<file path="config.mk">
export PLATFORM = sky130hd
export DESIGN_NAME = pipe_fixed_point_mul
export DESIGN_NICKNAME = d
export VERILOG_FILES = /design/src/rtl/fixed_point_pkg.sv /design/src/rtl/fxp_mul_stage.sv /design/src/rtl/pipe_fixed_point_mul.sv
export SDC_FILE = /design/constraint.sdc
export NUM_CORES = 1
export LEC_CHECK = 0
export BUFFER_PORTS_ARGS = -buffer_cell sky130_fd_sc_hd__buf_4
export CORE_MARGIN = 4
export CORE_UTILIZATION = 60
export CTS_CLUSTER_DIAMETER = 200
export DETAILED_ROUTE_END_ITERATION = 8
export PLACE_DENSITY = 0.72
export SETUP_SLACK_MARGIN = 0.15
export SLEW_MARGIN = 20
export SYNTH_ARGS = -nofsm -noshare
export SYNTH_HDL_FRONTEND = slang
export SYNTH_SLANG_ARGS = --single-unit
</file>
<file path="constraint.sdc">
create_clock -name clk -period 5.3 [get_ports clk]
set_input_delay 1.325 -clock clk [delete_from_list [all_inputs] [get_ports clk]]
set_output_delay 1.325 -clock clk [all_outputs]
set_load 0.03 [all_outputs]
</file>
<file path="src/rtl/fixed_point_pkg.sv">
`default_nettype none
// ============================================================================
// Module      : fixed_point_pkg
// Description : Shared fixed-point helpers for the pipelined arithmetic blocks
//               (pipe_fixed_point_mul, pipe_FixedPointDiv).
//               - fraction alignment with optional round-half-up
//               - signed output range limits for a given output width
//               - range test and clamp-or-pass-through selection
//               All helpers work on a wide signed container so any realistic
//               operand/result width fits without a per-width function.
// Revision    : 1.0 - initial release
// ============================================================================
package fixed_point_pkg;

    localparam int c_FXP_ACC_W = 128;

    typedef logic signed [c_FXP_ACC_W-1:0] fxp_acc_t;

    localparam fxp_acc_t c_FXP_ONE = fxp_acc_t'(1);

    // Move a value with some fraction bits to a target fraction count.
    // s > 0 drops s fraction bits (optionally adding half an output LSB
    // first, i.e. round-half-up); s < 0 appends -s zero fraction bits.
    function automatic fxp_acc_t fxp_align(input fxp_acc_t v, input int s, input bit rnd);
        fxp_acc_t r;
        r = v;
        if (s > 0) begin
            if (rnd) begin
                r = r + (c_FXP_ONE <<< (s - 1));
            end
            r = r >>> s;
        end else if (s < 0) begin
            r = r <<< (-s);
        end
        return r;
    endfunction

    // Largest representable value of a w-bit signed result.
    function automatic fxp_acc_t fxp_out_max(input int w);
        return (c_FXP_ONE <<< (w - 1)) - c_FXP_ONE;
    endfunction

    // Smallest representable value of a w-bit signed result.
    function automatic fxp_acc_t fxp_out_min(input int w);
        return -(c_FXP_ONE <<< (w - 1));
    endfunction

    function automatic logic fxp_out_of_range(input fxp_acc_t v, input int w);
        return (v > fxp_out_max(w)) || (v < fxp_out_min(w));
    endfunction

    // With sat set, clamp to the w-bit range; otherwise return v unchanged so
    // the caller's truncation to w bits produces the wrapped result.
    function automatic fxp_acc_t fxp_saturate(input fxp_acc_t v, input int w, input bit sat);
        fxp_acc_t r;
        r = v;
        if (sat) begin
            if (v > fxp_out_max(w)) begin
                r = fxp_out_max(w);
            end else if (v < fxp_out_min(w)) begin
                r = fxp_out_min(w);
            end
        end
        return r;
    endfunction

endpackage
`default_nettype wire

</file>
<file path="src/rtl/fxp_mul_stage.sv">
`default_nettype none
// ============================================================================
// Module      : fxp_mul_stage
// Description : One registered partial-product step of the shift-and-add
//               multiplier. Adds (multiplicand << K) to the running sum when
//               multiplier bit K is set; the multiplier sign bit carries
//               negative weight, so the top stage subtracts instead.
// Ports       : clk, rst       - clock, synchronous active-high reset
//               i_valid/o_valid - valid bit travelling with the data
//               i_a/o_a         - multiplicand (passed along)
//               i_b/o_b         - multiplier (passed along)
//               i_acc/o_acc     - partial sum in / out
// Revision    : 1.0 - initial release
// ============================================================================
module fxp_mul_stage #(
    parameter int WA = 16,
    parameter int WB = 16,
    parameter int K  = 0
) (
    input  logic                    clk,
    input  logic                    rst,
    input  logic                    i_valid,
    input  logic signed [WA-1:0]    i_a,
    input  logic        [WB-1:0]    i_b,
    input  logic signed [WA+WB-1:0] i_acc,
    output logic                    o_valid,
    output logic signed [WA-1:0]    o_a,
    output logic        [WB-1:0]    o_b,
    output logic signed [WA+WB-1:0] o_acc
);

    localparam int  c_P     = WA + WB;
    localparam bit  c_IS_MSB = (K == WB - 1);

    logic signed [c_P-1:0] w_a_ext;
    logic signed [c_P-1:0] w_addend;
    logic signed [c_P-1:0] w_acc_next;

    // The exact product fits in WA+WB bits, so any wrap of intermediate
    // partial sums cancels out by the final stage.
    assign w_a_ext  = {{WB{i_a[WA-1]}}, i_a};
    assign w_addend = w_a_ext <<< K;

    always_comb begin
        w_acc_next = i_acc;
        if (i_b[K]) begin
            if (c_IS_MSB) begin
                w_acc_next = i_acc - w_addend;
            end else begin
                w_acc_next = i_acc + w_addend;
            end
        end
    end

    logic                 r_valid;
    logic signed [WA-1:0] r_a;
    logic        [WB-1:0] r_b;
    logic signed [c_P-1:0] r_acc;

    always_ff @(posedge clk) begin
        if (rst) begin
            r_valid <= 1'b0;
        end else begin
            r_valid <= i_valid;
        end
        r_a   <= i_a;
        r_b   <= i_b;
        r_acc <= w_acc_next;
    end

    assign o_valid = r_valid;
    assign o_a     = r_a;
    assign o_b     = r_b;
    assign o_acc   = r_acc;

endmodule
`default_nettype wire

</file>
<file path="src/rtl/pipe_fixed_point_mul.sv">
`default_nettype none
// ============================================================================
// Module      : pipe_fixed_point_mul
// Description : Fully pipelined signed fixed-point multiplier.
//               WIIB+WIFB shift-and-add stages build the exact product, then
//               a final registered stage aligns the fraction (round-half-up
//               or floor), flags overflow and either wraps or clamps.
//               Latency is WIIB+WIFB+1 cycles, one operand pair per cycle.
// Ports       : clk, rst       - clock, synchronous active-high reset
//               i_valid         - operand pair valid
//               multiplicand    - WIIA.WIFA signed
//               multiplier      - WIIB.WIFB signed
//               o_valid         - out/overflow valid
//               out             - WOI.WOF signed product
//               overflow        - exact aligned product outside output range
// Options     : FXP_MUL_SATURATE_EN - defined: clamp out-of-range results;
//               undefined: keep the low WOI+WOF bits (wrap).
// Revision    : 1.0 - initial release
// ============================================================================
module pipe_fixed_point_mul
    import fixed_point_pkg::*;
#(
    parameter int WIIA  = 8,
    parameter int WIFA  = 8,
    parameter int WIIB  = 8,
    parameter int WIFB  = 8,
    parameter int WOI   = 8,
    parameter int WOF   = 8,
    parameter int ROUND = 1
) (
    input  logic                          clk,
    input  logic                          rst,
    input  logic                          i_valid,
    input  logic signed [WIIA+WIFA-1:0]   multiplicand,
    input  logic signed [WIIB+WIFB-1:0]   multiplier,
    output logic                          o_valid,
    output logic signed [WOI+WOF-1:0]     out,
    output logic                          overflow
);

    localparam int c_WA    = WIIA + WIFA;
    localparam int c_WB    = WIIB + WIFB;
    localparam int c_WO    = WOI + WOF;
    localparam int c_P     = c_WA + c_WB;
    localparam int c_SHIFT = WIFA + WIFB - WOF;

`ifdef FXP_MUL_SATURATE_EN
    localparam bit c_SAT_EN = 1'b1;
`else
    localparam bit c_SAT_EN = 1'b0;
`endif

    // Index 0 is the module input; index k+1 is the output of stage k.
    logic [c_WB:0]          w_vld;
    logic signed [c_WA-1:0] w_a   [c_WB+1];
    logic [c_WB-1:0]        w_b   [c_WB+1];
    logic signed [c_P-1:0]  w_acc [c_WB+1];

    assign w_vld[0] = i_valid;
    assign w_a[0]   = multiplicand;
    assign w_b[0]   = multiplier;
    assign w_acc[0] = '0;

    for (genvar k = 0; k < c_WB; k++) begin : g_stage
        fxp_mul_stage #(
            .WA (c_WA),
            .WB (c_WB),
            .K  (k)
        ) u_stage (
            .clk     (clk),
            .rst     (rst),
            .i_valid (w_vld[k]),
            .i_a     (w_a[k]),
            .i_b     (w_b[k]),
            .i_acc   (w_acc[k]),
            .o_valid (w_vld[k+1]),
            .o_a     (w_a[k+1]),
            .o_b     (w_b[k+1]),
            .o_acc   (w_acc[k+1])
        );
    end

    // Operands leaving the last stage are no longer needed.
    logic w_unused_tail;
    assign w_unused_tail = ^{w_a[c_WB], w_b[c_WB]};

    fxp_acc_t w_prod_ext;
    fxp_acc_t w_aligned;
    fxp_acc_t w_result;
    logic     w_ovf;

    assign w_prod_ext = {{(c_FXP_ACC_W-c_P){w_acc[c_WB][c_P-1]}}, w_acc[c_WB]};
    assign w_aligned  = fxp_align(w_prod_ext, c_SHIFT, ROUND != 0);
    assign w_ovf      = fxp_out_of_range(w_aligned, c_WO);
    assign w_result   = fxp_saturate(w_aligned, c_WO, c_SAT_EN);

    logic                  r_valid;
    logic signed [c_WO-1:0] r_out;
    logic                  r_ovf;

    // Result registers only update on a valid beat so the last result is
    // held while the pipe is idle.
    always_ff @(posedge clk) begin
        if (rst) begin
            r_valid <= 1'b0;
            r_out   <= '0;
            r_ovf   <= 1'b0;
        end else begin
            r_valid <= w_vld[c_WB];
            if (w_vld[c_WB]) begin
                r_out <= w_result[c_WO-1:0];
                r_ovf <= w_ovf;
            end
        end
    end

    assign o_valid  = r_valid;
    assign out      = r_out;
    assign overflow = r_ovf;

endmodule
`default_nettype wire

</file>
# [Word-level counts from Yosys, hierarchy flattened]
# Index checks and enable logic that the tools add are counted.
[word_totals] out_inout_bits=18 elab_cells=99 register_bits=1010 input_bits=35
[classes] n_lt_le_gt_ge=2 addsub=16 mux=15 n_reduce_logical=1
[op_table] cell="$mux 32" count=15
[op_table] cell="$add 32x9->33 const B" count=1
[op_table] cell="$add 32x18->32" count=1
[op_table] cell="$add 32x19->32" count=1
[op_table] cell="$add 32x20->32" count=1
[op_table] cell="$add 32x21->32" count=1
[op_table] cell="$add 32x22->32" count=1
[op_table] cell="$add 32x23->32" count=1
[op_table] cell="$add 32x24->32" count=1
[op_table] cell="$add 32x25->32" count=1
[op_table] cell="$add 32x26->32" count=1
[op_table] cell="$add 32x27->32" count=1
[op_table] cell="$add 32x28->32" count=1
[op_table] cell="$add 32x29->32" count=1
[op_table] cell="$add 32x30->32" count=1
[op_table] cell="$sub 32x31->32" count=1
[op_table] cell="$gt 25x16->1 const B" count=1
[op_table] cell="$lt 25x16->1 const B" count=1
[op_table] cell="$add 16x17->18" count=1
[op_table] cell="$logic_or 1x1->1" count=1

# [Depth between registers and ports, before layout]
[depth] ltp_word=3 ltp_mapped=13

# [By module]
# From an unflattened synthesis, not the netlist that was laid out.
[hier_totals] hier_cells=4760 area_unflattened_um2=48200.0
[by_module_without_submodules] mod="fxp_mul_stage at g_stage[1].u_stage" n_inst=1 cells_per_inst=368 area_each_um2=3500.9
[by_module_without_submodules] mod="fxp_mul_stage at g_stage[0].u_stage" n_inst=1 cells_per_inst=343 area_each_um2=3328.2
[by_module_without_submodules] mod="fxp_mul_stage at g_stage[2].u_stage" n_inst=1 cells_per_inst=340 area_each_um2=3246.9
[by_module_without_submodules] mod="fxp_mul_stage at g_stage[4].u_stage" n_inst=1 cells_per_inst=304 area_each_um2=3169.3
[by_module_without_submodules] mod="fxp_mul_stage at g_stage[6].u_stage" n_inst=1 cells_per_inst=324 area_each_um2=3126.7
[by_module_without_submodules] mod="fxp_mul_stage at g_stage[5].u_stage" n_inst=1 cells_per_inst=306 area_each_um2=3108.0
[by_module_without_submodules] mod="fxp_mul_stage at g_stage[7].u_stage" n_inst=1 cells_per_inst=312 area_each_um2=3066.7
[by_module_without_submodules] mod="fxp_mul_stage at g_stage[3].u_stage" n_inst=1 cells_per_inst=291 area_each_um2=3052.9
[by_module_without_submodules] mod="fxp_mul_stage at g_stage[8].u_stage" n_inst=1 cells_per_inst=285 area_each_um2=2929.1
[by_module_without_submodules] mod="fxp_mul_stage at g_stage[10].u_stage" n_inst=1 cells_per_inst=275 area_each_um2=2920.3
[by_module_without_submodules] mod="fxp_mul_stage at g_stage[12].u_stage" n_inst=1 cells_per_inst=268 area_each_um2=2708.8
[by_module_without_submodules] mod="fxp_mul_stage at g_stage[11].u_stage" n_inst=1 cells_per_inst=264 area_each_um2=2682.6
[by_module_without_submodules] mod="fxp_mul_stage at g_stage[9].u_stage" n_inst=1 cells_per_inst=240 area_each_um2=2651.3
[by_module_without_submodules] mod="fxp_mul_stage at g_stage[13].u_stage" n_inst=1 cells_per_inst=249 area_each_um2=2590.0
[by_module_without_submodules] mod="3 more rows"

# [Least setup slack after synthesis]
# No wires, ideal clock.
[synth_path] path_type="reg-to-reg" start="reg g_stage[10].u_stage.r_acc[11]" end="reg g_stage[11].u_stage.r_acc[31]" path_slack_ps=2443 path_stages_with_launch=14 n_path_buf=0 setup_time_ps=82 t_arrival_ps=2775 period_less_slack_ps=2857 cell_sequence="dfxtp_1 > ha_1 > inv_1 > fa_1 > nor2b_1 > o21ai_0 > a21oi_1 > nor2_1 > o21ai_1 > a41o_1 > a41oi_1 > a211o_1 > or4_1 > o2111ai_1"
[synth_between] elab_chain_len=2
[synth_rtl] element="start, declared" line_no="fxp_mul_stage.sv:58" text="logic signed [c_P-1:0] r_acc;"
[synth_rtl] element="start signal, assigned" line_no="fxp_mul_stage.sv:68" text="r_acc <= w_acc_next;"
[synth_rtl] element="$add 32x27->32" line_no="fxp_mul_stage.sv:50" text="w_acc_next = i_acc + w_addend;"
[synth_rtl] element="$mux 32" line_no="fxp_mul_stage.sv:46" text="if (i_b[K]) begin"
[synth_rtl] element="net g_stage[11].u_stage.w_acc_next[31]" line_no="fxp_mul_stage.sv:37" text="logic signed [c_P-1:0] w_acc_next;"
[synth_rtl] element="end signal, assigned" line_no="fxp_mul_stage.sv:68"
[synth_rtl] element="end, declared" line_no="fxp_mul_stage.sv:58"
# The timed path passes the listed nets, and every way through them passes these cells.
# A chain may end at the register's enable or synchronous reset.

# [Worst setup path in the final report]
[layout_path] start="reg g_stage[1].u_stage.r_a[1]" end="reg g_stage[2].u_stage.r_acc[17]"
[layout_between] elab_chain_len=2
[layout_rtl] element="start, declared" line_no="fxp_mul_stage.sv:56" text="logic signed [WA-1:0] r_a;"
[layout_rtl] element="start signal, assigned" line_no="fxp_mul_stage.sv:66" text="r_a <= i_a;"
[layout_rtl] element="$add 32x18->32" line_no="fxp_mul_stage.sv:50"
[layout_rtl] element="$mux 32" line_no="fxp_mul_stage.sv:46"
[layout_rtl] element="net g_stage[2].u_stage.w_acc_next[17]" line_no="fxp_mul_stage.sv:37"
[layout_rtl] element="end signal, assigned" line_no="fxp_mul_stage.sv:68"
[layout_rtl] element="end, declared" line_no="fxp_mul_stage.sv:58"
# The timed path passes the listed nets, and every way through them passes these cells.

==> qor.tcl <==
set qor(hpwl_mm) 51.8
set qor(timing.critical_path.fanout_max) 8
set qor(chipWidth_um) 249
set qor(critical-path-top-cell-by-count) {sky130_fd_sc_hd__a21oi_1}
set qor(routed_wire_length_per_instance_um) 16.4
set qor(power.switching_fraction_pct) 34.6
set qor(p_comb_share_pct) 41.3
set qor(drive_above_1_share_pct) 13.4
set qor(cp.required_ns) 5.81
set qor(outcome) {completed}
set qor(max-clock-path-buffers) 3
set qor(postPlaceCellArea_um2) 35900
set qor(yosysWarningCount) 0
set qor(setup-violations-final) 0
set qor(cellInternalPower_mw) 16.3
set qor(detailedRoute.firstIterationViolations) 1106
set qor(ys_seq_area_share_pct) 45.2
set qor(final.period_utilization_pct) 64.8
set qor(post-route-drc-count) 0
set qor(total_cts_buffers) 83
set qor(critical_path.slowest_cell) {sky130_fd_sc_hd__o311ai_1}
set qor(worst_setup_hold_path_clk_slew_ns) 0.06
set qor(number_of_input_and_output_port_buffers_inserted) 52
set qor(htreeDepth) 3
set qor(avgViaCountPerCell) 5.74
set qor(tritoncts) {done}
set qor(share_seq_of_total_power_pct) 34.4
set qor(post_cts.repair.setup_buffers) 0
set qor(worst_skew_pair_latency_ns) 0.62
set qor(cap_viol_max_count) 0
set qor(timing_hold_violations_final) 0
set qor(synth-edff-count) 0
set qor(ys_ff_latch) 785
set qor(totalNegativeSetupSlack_ns) 0
set qor(antenna_left) 0
set qor(grt_overflow) 0
set qor(setup_repair_after_global_routing_missed_its_margin) {false}
set qor(gp_routability_congestion) 0.893
set qor(io_pins) 53
set qor(coreArea_um2) 56800
set qor(switching_power_mw) 8.61
set qor(whs_ns) 0.312
set qor(initial_core_util_pct) 61.2
set qor(grt_first_pass_wirelength_mm) 117
set qor(power_per_cell_area_nw_per_um2) 641
set qor(nets) 3804
set qor(kind_of_launch_point_of_the_worst_setup_path) {flop}
set qor(crit_chain) {ha_1 > a31o_2 > a21oi_1 > o21ai_0 > a21oi_1 > o21ai_0 > nand2_1 > o311ai_1 > a21oi_1 > xnor2_1 > mux2_2}
set qor(post-route-min-period_ns) 3.43
set qor(route.final.wire_length_mm) 69.7
set qor(timing_worst_setup_path_type) {flop to flop}
set qor(final_max_slew_viol_count) 0
set qor(route.vias.total) 24500
set qor(grt_max_degree) 35
set qor(antenna_cells_inserted) 0
set qor(synth.cell_area_um2) 34800
set qor(timing.critical_path.to_type) {flop}
set qor(ys_async_sr_fraction_pct) 0
set qor(die_height_um) 249
set qor(fp-row-count) 87
set qor(cts.sinks) 785
set qor(cp_num_buf_inv) 0
set qor(fmax_mhz) 291
set qor(grt_pass1_vias) 25100
set qor(cp_delay_by_family_top) {compound AO/OA/AOI/OAI gates}
set qor(detailedRoute.firstPassIterationCount) 5
set qor(cellLeakagePower_nw) 17.1
set qor(syn-instance-count) 3358
set qor(clk_root_buffer_cell) {sky130_fd_sc_hd__clkbuf_16}
set qor(die_area_um2) 61800
set qor(number_of_antenna_violations_at_the_first_check_in_global_routing) 0
set qor(max_slew_margin_pct) 25.0
set qor(post_cts_resize_count) 0
set qor(syn_to_final_growth_pct) 11.8
set qor(yosysUniqueCellTypes) 77
set qor(syn-mean-instance-area_um2) 10.4
set qor(design_area_um2) 38900
set qor(ir_worst_vdd_mv) 0.296
set qor(max_stage_delay_ns) 0.93
set qor(synth_fp_nets) 3721
set qor(postCtsHoldBufs) 0
set qor(gr-usage-all-layers_pct) 21.9
set qor(crit_arrival_ns) 3.94
set qor(yosys_most_used_dff) {sky130_fd_sc_hd__dfxtp_1}
set qor(worst_slew_pin_slew_ns) 1.12
set qor(clock_power_share_pct) 24.3
set qor(timing.clock.skew_ns) 0.0186
set qor(hold_path.class) {flop to flop}
==> cells in the final DEF (no fill, tap or decap), drive strengths merged, types with 61 or more instances in the layout <==
cell type  instances
o21ai            141
inv              134
a21o             146
a21oi            211
ha               313
nor2b             61
mux2             227
xor2              84
clkbuf           108
nand2            172
xnor2            173
dfxtp            785
nor2             173
==> worst paths after layout <==
kind / from / endpoint / slack, ns / cells past startpoint
setup / recovery: g_stage[1].u_stage.o_a[1] / g_stage[2].u_stage.o_acc[17] / 1.87 / 11
setup reg to reg: g_stage[1].u_stage.o_a[1] / g_stage[2].u_stage.o_acc[17] / 1.87 / 11
hold / removal: g_stage[0].u_stage.o_b[10] / g_stage[1].u_stage.o_b[10] / 0.31 / 0
hold reg to reg: g_stage[0].u_stage.o_b[10] / g_stage[1].u_stage.o_b[10] / 0.31 / 0
==> layer usage <==
layer  track usage [%]  vias to the layer above  routed length [µm]
li1                  -                    12300                   -
met4              8.06                        0                2490
met3              3.36                      187                2040
met1              25.4                    11500               29800
met2              40.9                      426               35400
met5                 0                        -                   0
==> cell type report <==
cell class                 count  area (µm²)
timing repair buffer          59         443
fill                        4336       18000
tap                          756         946
multi-input combinational   2378       18300
inverter                     134         503
clock buffer                 108        2320
sequential                   785       15700
clock inverter                41         613
==> worst reg2reg max path, cell delays in order, from the launching register on <==
cell and delay [ns]:
sky130_fd_sc_hd__dfxtp_1 0.33, sky130_fd_sc_hd__ha_1 0.28, sky130_fd_sc_hd__a31o_2 0.14, sky130_fd_sc_hd__a21oi_1 0.08, sky130_fd_sc_hd__o21ai_0 0.21, sky130_fd_sc_hd__a21oi_1 0.15
sky130_fd_sc_hd__o21ai_0 0.40, sky130_fd_sc_hd__nand2_1 0.18, sky130_fd_sc_hd__o311ai_1 0.93, sky130_fd_sc_hd__a21oi_1 0.21, sky130_fd_sc_hd__xnor2_1 0.17, sky130_fd_sc_hd__mux2_2 0.26
==> through the flow <==
stage | utilization (%) | instances | setup WS [ns] | total power, mW
detailed placement | 63.2 | 4112 | 1.91 | 18.8
floorplan | - | 3358 | 2.44 | 16.6
CTS | 68.4 | 4261 | 1.92 | 25.0
global route | 68.4 | 4261 | 1.54 | 26.7
global placement | 63.2 | 4112 | 2.07 | 18.4
finish | 68.4 | 4261 | 1.87 | 24.9
==> cell families after synthesis <==
kind of cell | count (synthesis) | synth area share (%)
compound gates | 843 | 16.1
flops | 785 | 45.2
buf+inv | 195 | 2.11
fa+ha+maj | 328 | 12.1
simple gates | 704 | 10.0
xor+xnor | 257 | 6.48
mux | 246 | 7.90
==> registers in the layout, indices dropped and copies added (netlist names) <==
register                 flops
g_stage.u_stage.o_a        240
g_stage.u_stage.o_acc      391
g_stage.u_stage.o_b        120
g_stage.u_stage.o_valid     16
o_valid                      1
out                         16
overflow                     1
==> power groups by stage <==
stage | Combinational (mW) | Sequential (mW) | Clock [mW]
floorplan | 8.38 | 8.26 | 0
global placement | 9.70 | 8.66 | 0
detailed placement | 10.1 | 8.70 | 0
CTS | 10.2 | 8.58 | 6.19
global route | 11.5 | 8.75 | 6.44
finish | 10.3 | 8.57 | 6.06
==> cells in the mapped netlist, types with 39 or more instances <==
library cell / number / area [µm²]
sky130_fd_sc_hd__a211oi_1: 48 / 360
sky130_fd_sc_hd__a21o_1: 146 / 1100
sky130_fd_sc_hd__a21oi_1: 211 / 1060
sky130_fd_sc_hd__a31oi_1: 39 / 244
sky130_fd_sc_hd__clkbuf_1: 55 / 206
sky130_fd_sc_hd__dfxtp_1: 785 / 15700
sky130_fd_sc_hd__ha_1: 313 / 3920
sky130_fd_sc_hd__inv_1: 130 / 488
sky130_fd_sc_hd__mux2_2: 227 / 2560
sky130_fd_sc_hd__nand2_1: 172 / 646
sky130_fd_sc_hd__nand3_1: 47 / 235
sky130_fd_sc_hd__nor2_1: 173 / 649
sky130_fd_sc_hd__nor2b_1: 61 / 382
sky130_fd_sc_hd__nor3_1: 60 / 300
sky130_fd_sc_hd__o21a_1: 56 / 420
sky130_fd_sc_hd__o21ai_0: 134 / 671
sky130_fd_sc_hd__xnor2_1: 173 / 1520
sky130_fd_sc_hd__xor2_1: 84 / 736
(Power assumes the default switching activity.)
